**config.mk**
```make
export PLATFORM = sky130hd
export DESIGN_NAME = swc_delay_ctl_flat
export DESIGN_NICKNAME = d
export VERILOG_FILES = /design/src/rtl/swc_delay_ctl_if.sv /design/src/rtl/swc_delay_ctl.sv /design/src/flat_wrapper.sv
export SDC_FILE = /design/constraint.sdc
export NUM_CORES = 1
export LEC_CHECK = 0
export ABC_AREA = 1
export CORE_MARGIN = 4
export CORE_UTILIZATION = 45
export CTS_BUF_LIST = sky130_fd_sc_hd__clkbuf_16
export DETAILED_ROUTE_END_ITERATION = 10
export PLACE_DENSITY_LB_ADDON = 0.3
export SYNTH_ARGS = -nofsm -noshare
export SYNTH_HDL_FRONTEND = slang
export SYNTH_SLANG_ARGS = --single-unit
export TNS_END_PERCENT = 1
```
**constraint.sdc**
```tcl
create_clock -name clock -period 1.3 [get_ports clock]
set_input_delay 0.13 -clock clock [delete_from_list [all_inputs] [get_ports clock]]
set_output_delay 0.13 -clock clock [all_outputs]
set_load 0.005 [all_outputs]
```
**src/rtl/swc_delay_ctl_if.sv**
```systemverilog
// Request handshake, status and Swc instruction bus of the delay sequencer.
// master is the sequencer side, slave is the requester/Swc side.
interface swc_delay_ctl_if;
  logic        req_valid;
  logic        req_ready;
  logic [23:0] req_delay;
  logic        abort;
  logic        busy;
  logic        done;
  logic        aborted;
  logic [7:0]  done_count;
  logic [11:0] swc_inst;
  logic        swc_inst_en;
  logic        swc_ready;

  modport master (
    input  req_valid, req_delay, abort, swc_ready,
    output req_ready, busy, done, aborted, done_count, swc_inst, swc_inst_en
  );

  modport slave (
    output req_valid, req_delay, abort, swc_ready,
    input  req_ready, busy, done, aborted, done_count, swc_inst, swc_inst_en
  );
endinterface

```
**src/rtl/swc_delay_ctl.sv**
```systemverilog
// Delay-timer sequencer for one Swc: loads a 24-bit count with LD0/LD1/LD2,
// runs it down with CCD, reports completion, and stops it with CCS on abort.
module swc_delay_ctl #(
  parameter int unsigned INIT_CYCLES = 2
) (
  input logic             clock,
  input logic             reset,
  swc_delay_ctl_if.master bus
);

  typedef enum logic [3:0] {
    S_INIT  = 4'd0,
    S_IDLE  = 4'd1,
    S_LD0   = 4'd2,
    S_LD1   = 4'd3,
    S_LD2   = 4'd4,
    S_START = 4'd5,
    S_RUN   = 4'd6,
    S_DONE  = 4'd7,
    S_ABORT = 4'd8
  } state_t;

  localparam logic [3:0] OP_LD0 = 4'h1;
  localparam logic [3:0] OP_LD1 = 4'h2;
  localparam logic [3:0] OP_LD2 = 4'h3;
  localparam logic [3:0] OP_CCD = 4'h7;
  localparam logic [3:0] OP_CCS = 4'h8;

  localparam logic [3:0] INIT_LAST = 4'(INIT_CYCLES - 1);

  state_t      state;
  logic [3:0]  init_cnt;
  logic [23:0] delay;
  logic        done_r;
  logic        aborted_r;
  logic [7:0]  done_count_r;
  logic [11:0] inst_r;
  logic        inst_en_r;

  function automatic logic [11:0] swc_word(input logic [3:0] op, input logic [7:0] imm);
    return {op, imm};
  endfunction

  assign bus.req_ready   = (state == S_IDLE);
  assign bus.busy        = (state != S_INIT) && (state != S_IDLE);
  assign bus.done        = done_r;
  assign bus.aborted     = aborted_r;
  assign bus.done_count  = done_count_r;
  assign bus.swc_inst    = inst_r;
  assign bus.swc_inst_en = inst_en_r;

  // Registered outputs are loaded together with the state they belong to, so
  // the instruction for a state is on the bus for exactly the cycle spent there.
  always_ff @(posedge clock) begin
    if (reset) begin
      state        <= S_INIT;
      init_cnt     <= 4'd0;
      delay        <= 24'd0;
      done_r       <= 1'b0;
      aborted_r    <= 1'b0;
      done_count_r <= 8'd0;
      inst_r       <= 12'h000;
      inst_en_r    <= 1'b0;
    end else begin
      done_r    <= 1'b0;
      aborted_r <= 1'b0;
      inst_r    <= 12'h000;
      inst_en_r <= 1'b0;
      case (state)
        S_INIT: begin
          if (init_cnt == INIT_LAST) begin
            state <= S_IDLE;
          end else begin
            init_cnt <= init_cnt + 4'd1;
          end
        end
        S_IDLE: begin
          if (bus.req_valid) begin
            delay     <= bus.req_delay;
            state     <= S_LD0;
            inst_r    <= swc_word(OP_LD0, bus.req_delay[7:0]);
            inst_en_r <= 1'b1;
          end
        end
        S_LD0: begin
          inst_en_r <= 1'b1;
          if (bus.abort) begin
            state     <= S_ABORT;
            aborted_r <= 1'b1;
            inst_r    <= swc_word(OP_CCS, 8'h00);
          end else begin
            state  <= S_LD1;
            inst_r <= swc_word(OP_LD1, delay[15:8]);
          end
        end
        S_LD1: begin
          inst_en_r <= 1'b1;
          if (bus.abort) begin
            state     <= S_ABORT;
            aborted_r <= 1'b1;
            inst_r    <= swc_word(OP_CCS, 8'h00);
          end else begin
            state  <= S_LD2;
            inst_r <= swc_word(OP_LD2, delay[23:16]);
          end
        end
        S_LD2: begin
          // A zero delay is complete once loaded; it beats a concurrent abort.
          if (delay == 24'd0) begin
            state        <= S_DONE;
            done_r       <= 1'b1;
            done_count_r <= done_count_r + 8'd1;
          end else if (bus.abort) begin
            state     <= S_ABORT;
            aborted_r <= 1'b1;
            inst_r    <= swc_word(OP_CCS, 8'h00);
            inst_en_r <= 1'b1;
          end else begin
            state     <= S_START;
            inst_r    <= swc_word(OP_CCD, 8'h00);
            inst_en_r <= 1'b1;
          end
        end
        S_START, S_RUN: begin
          // Zero reached in the same cycle as an abort counts as completion.
          if (bus.swc_ready) begin
            state        <= S_DONE;
            done_r       <= 1'b1;
            done_count_r <= done_count_r + 8'd1;
          end else if (bus.abort) begin
            state     <= S_ABORT;
            aborted_r <= 1'b1;
            inst_r    <= swc_word(OP_CCS, 8'h00);
            inst_en_r <= 1'b1;
          end else begin
            state <= S_RUN;
          end
        end
        S_DONE: begin
          state <= S_IDLE;
        end
        S_ABORT: begin
          state <= S_IDLE;
        end
        default: begin
          state <= S_INIT;
        end
      endcase
    end
  end

endmodule

```
**src/flat_wrapper.sv**
```systemverilog
// flat-port wrapper written by rule: the top's interface ports become plain ports
module swc_delay_ctl_flat 
#(
  parameter int unsigned INIT_CYCLES = 2
)
  (clock, reset, bus_req_valid, bus_req_delay, bus_abort, bus_swc_ready, bus_req_ready, bus_busy, bus_done, bus_aborted, bus_done_count, bus_swc_inst, bus_swc_inst_en);
  swc_delay_ctl_if bus_i ();
  input logic clock;
  input logic reset;
  input wire logic [$bits(bus_i.req_valid)-1:0] bus_req_valid;
  input wire logic [$bits(bus_i.req_delay)-1:0] bus_req_delay;
  input wire logic [$bits(bus_i.abort)-1:0] bus_abort;
  input wire logic [$bits(bus_i.swc_ready)-1:0] bus_swc_ready;
  output wire logic [$bits(bus_i.req_ready)-1:0] bus_req_ready;
  output wire logic [$bits(bus_i.busy)-1:0] bus_busy;
  output wire logic [$bits(bus_i.done)-1:0] bus_done;
  output wire logic [$bits(bus_i.aborted)-1:0] bus_aborted;
  output wire logic [$bits(bus_i.done_count)-1:0] bus_done_count;
  output wire logic [$bits(bus_i.swc_inst)-1:0] bus_swc_inst;
  output wire logic [$bits(bus_i.swc_inst_en)-1:0] bus_swc_inst_en;
  assign bus_i.req_valid = bus_req_valid;
  assign bus_i.req_delay = bus_req_delay;
  assign bus_i.abort = bus_abort;
  assign bus_i.swc_ready = bus_swc_ready;
  assign bus_req_ready = bus_i.req_ready;
  assign bus_busy = bus_i.busy;
  assign bus_done = bus_i.done;
  assign bus_aborted = bus_i.aborted;
  assign bus_done_count = bus_i.done_count;
  assign bus_swc_inst = bus_i.swc_inst;
  assign bus_swc_inst_en = bus_i.swc_inst_en;
  swc_delay_ctl #(.INIT_CYCLES(INIT_CYCLES)) u_core (.clock(clock), .reset(reset), .bus(bus_i));
endmodule
```
Word-level counts from Yosys, hierarchy flattened
Cells that the tools add are included.
{"block": "word_totals", "mem_count": 0, "latchBits": 0, "romBits": 0, "ram_bits": 0, "ff_bits": 55, "wordCells": 67}
{"block": "classes", "multipliers": 0, "order_cmp": 0, "bitwise_logic": 1, "mux": 30, "n_shift": 0, "add_sub_neg": 2, "eq_ne": 14, "n_div": 0, "reduce_logical": 12}
{"cell": "12-bit 2-to-1 mux", "n": 6}
{"cell": "12-bit case mux with 5 select lines", "n": 1}
{"cell": "4-bit 2-to-1 mux", "n": 8}
{"cell": "4-bit case mux with 7 select lines", "n": 1}
{"cell": "24-bit logical NOT", "n": 1}
{"cell": "4-bit by 3-bit == test with 1-bit output (second input constant)", "n": 4}
{"cell": "8-bit 2-to-1 mux", "n": 2}
{"cell": "8-bit case mux with 2 select lines", "n": 1}
{"cell": "9-bit 2-to-1 mux", "n": 1}
{"cell": "8-bit by 1-bit adder with 8-bit output (second input constant)", "n": 1}
{"cell": "4-bit by 1-bit == test with 1-bit output (second input constant)", "n": 2}
{"cell": "4-bit by 2-bit == test with 1-bit output (second input constant)", "n": 2}
{"cell": "1-bit 2-to-1 mux", "n": 7}
{"cell": "2-bit AND reduction", "n": 3}
{"cell": "2-bit OR reduction", "n": 3}
{"cell": "4-bit by 1-bit adder with 4-bit output (second input constant)", "n": 1}
{"cell": "4-bit == test (second input constant)", "n": 1}
{"cell": "4-bit logical NOT", "n": 1}
{"cell": "2-bit by 1-bit inequality test with 1-bit output (second input constant)", "n": 2}
{"cell": "2-bit inequality test (second input constant)", "n": 2}
{"cell": "4-bit by 1-bit inequality test with 1-bit output (second input constant)", "n": 1}
{"cell": "1-bit case mux with 4 select lines", "n": 1}
{"cell": "4-bit nonzero test", "n": 1}
{"cell": "1-bit case mux with 3 select lines", "n": 1}
{"cell": "other kinds (5)", "n": 5}

Logic depth before layout (Yosys ltp)
Gate-level depths: netlist (run 1).
{"block": "logic_depth", "ltp_word": 4, "ltp_mapped": 10}

Least setup slack after synthesis (run 1)
Ideal clock, no wire load.
{"block": "synth_path", "kind": "reg-to-reg", "start": "reg u_core.state[3]", "end": "reg u_core.delay[22]", "n_path_buf": 1, "setup_ns": 0.117, "t_required_ns": 1.183, "period_less_slack_ns": 1.343, "arrival_time_ns": 1.226, "stages_incl_launch_ff": 10, "slack_ns": -0.043, "path_cell_list": "dfxtp_1 nor2_4 nand2_2 nor2_4 inv_2 nor2_8 inv_4 buf_6 o21ai_1 a21oi_1"}
{"block": "synth_via", "elab_chain_len": 2}
{"item": "start: declaration", "line": "swc_delay_ctl.sv:31", "rtl": "state_t state;"}
{"item": "start signal: assignment", "line": "swc_delay_ctl.sv:56", "rtl": "state <= S_INIT;"}
{"item": "start signal: assignment", "line": "swc_delay_ctl.sv:72", "rtl": "state <= S_IDLE;"}
{"item": "start signal: assignment", "line": "swc_delay_ctl.sv:80", "rtl": "state <= S_LD0;"}
{"item": "4-bit by 1-bit == test with 1-bit output"}
{"item": "named net bus_req_ready", "line": "flat_wrapper.sv:14", "rtl": "output wire logic [$bits(bus_i.req_ready)-1:0] bus_req_ready;"}
{"item": "2-bit AND reduction (no source line)"}
{"item": "end signal: assignment", "line": "swc_delay_ctl.sv:79", "rtl": "delay <= bus.req_delay;"}
{"item": "end: declaration", "line": "swc_delay_ctl.sv:33", "rtl": "logic [23:0] delay;"}
The timed path passes the listed nets, and every way through them passes these cells.
A chain may end at the register's enable or synchronous reset.

Worst setup path in the final report (run 1)
{"block": "layout_path", "start": "reg u_core.state[3]", "end": "out bus_req_ready"}
{"block": "layout_via", "elab_chain_len": 1}
{"item": "4-bit by 1-bit == test with 1-bit output", "line": "swc_delay_ctl.sv:44", "rtl": "assign bus.req_ready = (state == S_IDLE);"}
{"item": "end: declaration", "line": "flat_wrapper.sv:14"}
Every way passes these cells.

==> out/qor.yml, run 1 <==
floorplan:
  pin_count: 54
  dieHeight_um: 81.1
  die_area_um2: 6580
  coreArea_um2: 5140
  die-width_um: 81.1
  initial_utilization: 0.468
  rows: 26
power_and_ir_drop:
  clkPwrFrac: 0.256
  p_int_w: 0.00348
  p_switching_w: 0.00173
  power.density_nw_per_um2: 1470
  p_leak_nw: 1.52
  seqPwrFrac: 0.392
  finalPower_w: 0.00521
  switching_share: 0.333
  peakVddDrop_mv: 0.761
  power_frac_comb: 0.351
clock_tree:
  root_buffer: "clkbuf_16"
  cts_tree: "built"
  cts.path.max_buffers: 2
  htree_levels: 2
  clk_latency_ns: 0.30
  cts_sinks: 55
  cts_made_buffers: 5
  cts.clk_slew.worst_paths_ns: 0.07
setup_path:
  critPathKind: "reg2out"
  worst_ep_required_time_ns: 1.17
  crit_path_max_fanout: 3
  r2r_slack_ns: -0.06
  worst_ep_arrival_time_ns: 1.24
  crit_path_end_kind: "output pin"
  r2r_cells: 8
  critPathLaunchType: "flop"
place:
  dpl.hpwl_mm: 4.14
  dp_slack_ns: -0.223
  gp_congestion: 0.856
  dp_cells: 445
  port_buffers: 53
job:
  cap_violations: 0
timing:
  setup_violations: 43
  setup_slack_ns: -0.0686
  finClkSkew_ns: 0.00546
  fmax_mhz: 731
  hold_viol_final: 0
  slew-limit-headroom: 0.812
  fin_crit_sh: 1.05
  drv_slew: 0
  grt_setup_unrepaired: "yes"
  period_minus_slack_ns: 1.37
  tightest_slew_ns: 0.279
cells_and_area:
  final_util: 0.692
  regArea_um2: 1120
  final_common_cell: "nand2_1"
  insertedDiodeCount: 0
  nNetsFinal: 419
  layout-drive-gt1-share: 0.284
  fillerInstances: 447
  layout.cells.non_filler: 458
  multiInputGateArea_um2: 1210
  final_cell_mix: "nand2_1 (47), clkdlybuf4s50_1 (46), dfxtp_1 (41), inv_1 (39), a21oi_1 (31)"
  area_growth_pct: 47.7
logic_synthesis:
  synth-seq-cells: 55
  synthArstFlopShare: 0
  syn_area_um2: 2410
  synth-edff-count: 0
  synth-seq-area-share: 0.457
  avgSynthCellArea_um2: 7.84
  yosysUniqueCellTypes: 32
  yosysWarnings: 0
  syn_inst: 307
  synth_ff_type: "dfxtp_1"
  synth_nets: 339
grt:
  grt_pass1_wl_mm: 10.1
  grt_max_degree: 43
  grt_pass1_vias: 2290
  antenna_found_initial: 0
  grt_overflow: 0
  gr-usage-all-layers: 0.198
routing:
  vias: 2273
  via_per_inst: 4.96
  drtPass1Iterations: 4
  postRouteAntennaNets: 0
  drtIter0Drc: 145
  remaining_drc_errors: 0
  wl_per_cell_um: 13.2
  drt-total-wl_mm: 6.04
status:
  status: "finished with violations"
  violations: "negative setup slack"
min_path:
  min_path_cells: 3
  hold_class: "in2reg"
final timing paths:
kind | start | endpoint
setup reg to reg | u_core.state[1] | u_core.bus.done_count[7]
setup / recovery | u_core.state[3] | bus_req_ready
hold reg to reg | u_core.delay[5] | u_core.delay[5]
hold / removal | bus_req_delay[1] | u_core.delay[1]
cell usage after synthesis, types with 6 or more instances:
cell | instances | area, µm²
o21ai_1 | 13 | 65.1
dfxtp_1 | 55 | 1100
o221ai_1 | 8 | 70.1
nor2_1 | 25 | 93.8
nand3_1 | 13 | 65.1
o21ai_0 | 7 | 35.0
a21oi_1 | 35 | 175
inv_1 | 43 | 161
clkbuf_1 | 6 | 22.5
nand2_1 | 57 | 214
critical path, cell delays in order, from the launching register on:
cell and delay (ns):
dfxtp_4 0.36, nor2_4 0.11, nand2_2 0.08, nor2_4 0.14, dlygate4sd2_1 0.25
what timing repair did:
item / 4_1_cts / 5_1_grt
setup buffers: 2 / 2
gates cloned: 1 / 0
endpoints found under the hold margin: 0 / 0
hold buffers: 0 / 0
gates resized for setup: 55 / 25
pin swaps: 14 / 15
endpoints found under the setup margin: 62 / 57
sequential cells by signal, indices dropped and copies added (netlist names):
name                    flops
u_core.bus.done_count       8
u_core.state                4
u_core.init_cnt             4
u_core.bus.swc_inst_en      1
u_core.bus.done             1
u_core.delay               24
u_core.bus.aborted          1
u_core.bus.swc_inst        12
area by class of cell:
type,count,area share
clock buffer,5,0.0352
clock inverter,3,0.00634
tap,70,0.0246
multi-input combinational,194,0.341
sequential,55,0.316
inverter,47,0.0539
timing repair buffer,84,0.222
metal layers:
layer / global-route usage / wire length (µm) / up-vias
met5: 0 / 0 / -
met4: 0.0777 / 137 / 0
met3: 0.0455 / 311 / 12
met2: 0.340 / 3010 / 60
met1: 0.238 / 2580 / 1040
li1: - / - / 1161
metrics by stage:
stage / TNS [ns] / hold WS, ns / cell area, µm²
finish: -1.24 / 0.439 / 3550
global route: -5.82 / 0.451 / 3550
floorplan: -0.834 / 0.292 / 2410
CTS: -1.53 / 0.433 / 3470
detailed placement: -5.12 / 0.453 / 3170
global placement: -3.97 / 0.449 / 3170
power by group through the flow:
stage          clock, W  combinational (W)  sequential (W)
6_report        0.00133            0.00183         0.00204
5_1_grt         0.00143            0.00202         0.00207
4_1_cts         0.00137            0.00173         0.00203
3_5_place_dp          0            0.00157         0.00207
3_3_place_gp          0            0.00153         0.00206
2_1_floorplan         0           0.000935         0.00206
kinds of logic after synthesis:
logic type	Yosys count	synth area share
xor+xnor	7	0.0255
simple gates	111	0.213
buf+inv	59	0.107
flops	55	0.457
fa+ha+maj	3	0.0156
compound gates	72	0.181
(Power assumes the default switching activity.)
==> run 2: changes to the inputs <==
--- a/config.mk
+++ b/config.mk
@@ -10,6 +10,7 @@
 export CORE_UTILIZATION = 45
 export CTS_BUF_LIST = sky130_fd_sc_hd__clkbuf_16
 export DETAILED_ROUTE_END_ITERATION = 10
+export HOLD_SLACK_MARGIN = 0.1
 export PLACE_DENSITY_LB_ADDON = 0.3
 export SYNTH_ARGS = -nofsm -noshare
 export SYNTH_HDL_FRONTEND = slang
==> constraint.sdc (replaced) <==
create_clock -name clock -period 1.2 [get_ports clock]
set_input_delay 0.12 -clock clock [delete_from_list [all_inputs] [get_ports clock]]
set_output_delay 0.12 -clock clock [all_outputs]
set_load 0.005 [all_outputs]
==> run 2 against run 1 <==
Net effect: the run still ends with negative setup slack left; critical path depth is 4 higher; power increased by 7.6%; non-clock buffer count grew 4; worst setup slack worse by 0.12 ns; combinational power up 10%; critical endpoint is now u_core.init_cnt[3]; largest cell class unchanged.
==> out/qor.yml, run 2 (same netlist as run 1, synthesis figures left out) <==
clock_tree:
  cts.clk_slew.worst_paths_ns: 0.07  # about the same
  htree_levels: 2  # unchanged
  cts.path.max_buffers: 2  # unchanged
  root_buffer: "clkbuf_16"
  cts_tree: "built"
  clk_latency_ns: 0.28  # -0.02 ns
  cts_sinks: 55  # unchanged
  cts_made_buffers: 5  # unchanged
place:
  port_buffers: 53  # unchanged
  dp_cells: 449  # +0.90%
  dpl.hpwl_mm: 4.08  # -1.5%
  placement.cell_area_um2: 3190  # +0.55%
  dp_slack_ns: -0.340  # -0.116 ns
  gp_congestion: 0.872  # +1.9%
setup_path:
  critPathKind: "reg2reg"
  critPathLaunchType: "flop"
  r2r_cells: 8  # unchanged
  r2r_slack_ns: -0.19  # -0.13 ns
  reg2reg_to: "u_core.init_cnt[3]"
  crit_path_max_fanout: 5  # +2
  worst_ep_required_time_ns: 1.37  # +0.20 ns
  endpoint: "u_core.init_cnt[3]"
  timing.rr.start: "u_core.state[3]"
  worst_ep_arrival_time_ns: 1.55  # +0.31 ns
  crit_path_end_kind: "flop"
  cp-startpoint: "u_core.state[3]"
cells_and_area:
  largest_reg_flops: 24  # unchanged
  nNetsFinal: 423  # +0.95%
  insertedDiodeCount: 0  # unchanged
  layout.cells.non_filler: 461  # +0.66%
  top_register: "u_core.delay"
  final_common_cell: "nand2_1"
  final_cell_mix: "nand2_1 (47), dfxtp_1 (44), inv_1 (40), buf_4 (32), clkdlybuf4s50_1 (28)"
  area_growth_pct: 48.2
  final_area_um2: 3570  # +0.39%
  layout-drive-gt1-share: 0.289  # +0.00550
min_path:
  hold_class: "in2reg"
  hold_path.startpoint: "bus_req_delay[1]"
routing:
  drt-total-wl_mm: 6.28  # +4.0%
  vias: 2287  # +0.62%
  wl_per_cell_um: 13.6  # +3.3%
  via_per_inst: 4.96  # about the same
  drtPass1Iterations: 4  # unchanged
  remaining_drc_errors: 0  # unchanged
  drtIter0Drc: 103  # -29%
  postRouteAntennaNets: 0  # unchanged
timing:
  tightest_slew_ns: 0.251  # -0.0281 ns
  setup_violations: 57  # +33%
  fin_crit_sh: 1.15
  holdWs_ns: 0.424  # -0.0155 ns
  slew-limit-headroom: 0.832  # +0.0204
  setup_slack_ns: -0.185  # -0.117 ns
  drv_slew: 0  # unchanged
  period_minus_slack_ns: 1.39
  fmax_mhz: 722
  finClkSkew_ns: 0.00282  # -0.00263 ns
  grt_setup_unrepaired: "yes"
  hold_viol_final: 0  # unchanged
floorplan:
  coreArea_um2: 5140  # unchanged
  die_area_um2: 6580  # unchanged
  die-width_um: 81.1  # unchanged
  rows: 26  # unchanged
  pin_count: 54  # unchanged
  initial_utilization: 0.468  # unchanged
  dieHeight_um: 81.1  # unchanged
grt:
  grt_pass1_vias: 2222  # -3.0%
  antenna_found_initial: 0  # unchanged
  grt_pass1_wl_mm: 9.98  # -0.89%
  grt_overflow: 0  # unchanged
  gr-usage-all-layers: 0.194  # -0.00331
  grt_max_degree: 43  # unchanged
status:
  status: "finished with violations"
  violations: "negative setup slack"
job:
  cap_violations: 0  # unchanged
power_and_ir_drop:
  power.density_nw_per_um2: 1570  # +7.2%
  p_leak_nw: 1.63  # +7.2%
  peakVddDrop_mv: 0.986  # +30%
[run 2: cell types whose count changed in the layout (fill, tap and decap cells not counted), sizes merged]
cell	before	now
dlygate4sd2	6	22
inv	48	47
clkdlybuf4s50	46	28
buf	32	36
dlymetal6s2s	0	2
[run 2: area by class of cell]
cell class,instances,area [µm²]
clock inverters,2,13.8
flip-flops and latches,55,1120
clock buffers,5,125
fillers,423,1570
inverters,47,189
well taps,70,87.6
repair buffers,88,801
multi-input cells,194,1230
[run 2: critical path: stages, from the launching register on]
cell and delay (ns):
dfxtp_4 0.36, nor2_4 0.13, buf_4 0.15, nand2_2 0.07, a31oi_4 0.20, inv_2 0.10, buf_4 0.14, nand2_1 0.06
a21oi_1 0.07
[run 2: power breakdown]
group / internal, W / switching, W
sequential: 0.00207 / 0.000129
clock: 0.000762 / 0.000617
combinational: 0.000888 / 0.00113
total: 0.00372 / 0.00188
[run 2: stage by stage]
stage	utilization	TNS, ns	power [W]
after floorplan	-	-4.20	0.00325
after global placement	0.621	-9.11	0.00388
after detailed placement	0.621	-10.50	0.00392
after CTS	0.666	-6.73	0.00541
after global routing	0.694	-13.23	0.00596
final	0.694	-8.24	0.00560
[run 2: worst min path at each step]
stage,endpoint,slack (ns),depth (start not counted)
after CTS,u_core.delay[0],0.43,3
after detailed placement,u_core.delay[5],0.46,2
final,u_core.delay[1],0.42,3
after floorplan,u_core.delay[11],0.28,2
after global routing,u_core.delay[1],0.45,3
after global placement,u_core.delay[2],0.45,2
[run 2: what timing repair did]
action | in CTS | in global routing
buffers inserted | 3 | 2
gates cloned | 1 | 0
pin swaps | 13 | 14
setup endpoints to repair | 80 | 59
gates resized for setup | 63 | 35
hold buffers | 0 | 0
[run 2: layer usage]
metal | vias to the layer above | track usage | part of all wire
met5 | - | 0 | 0
met4 | 0 | 0.0693 | 0.022
met3 | 13 | 0.0344 | 0.041
met2 | 66 | 0.340 | 0.51
met1 | 1043 | 0.239 | 0.42
li1 | 1165 | - | -
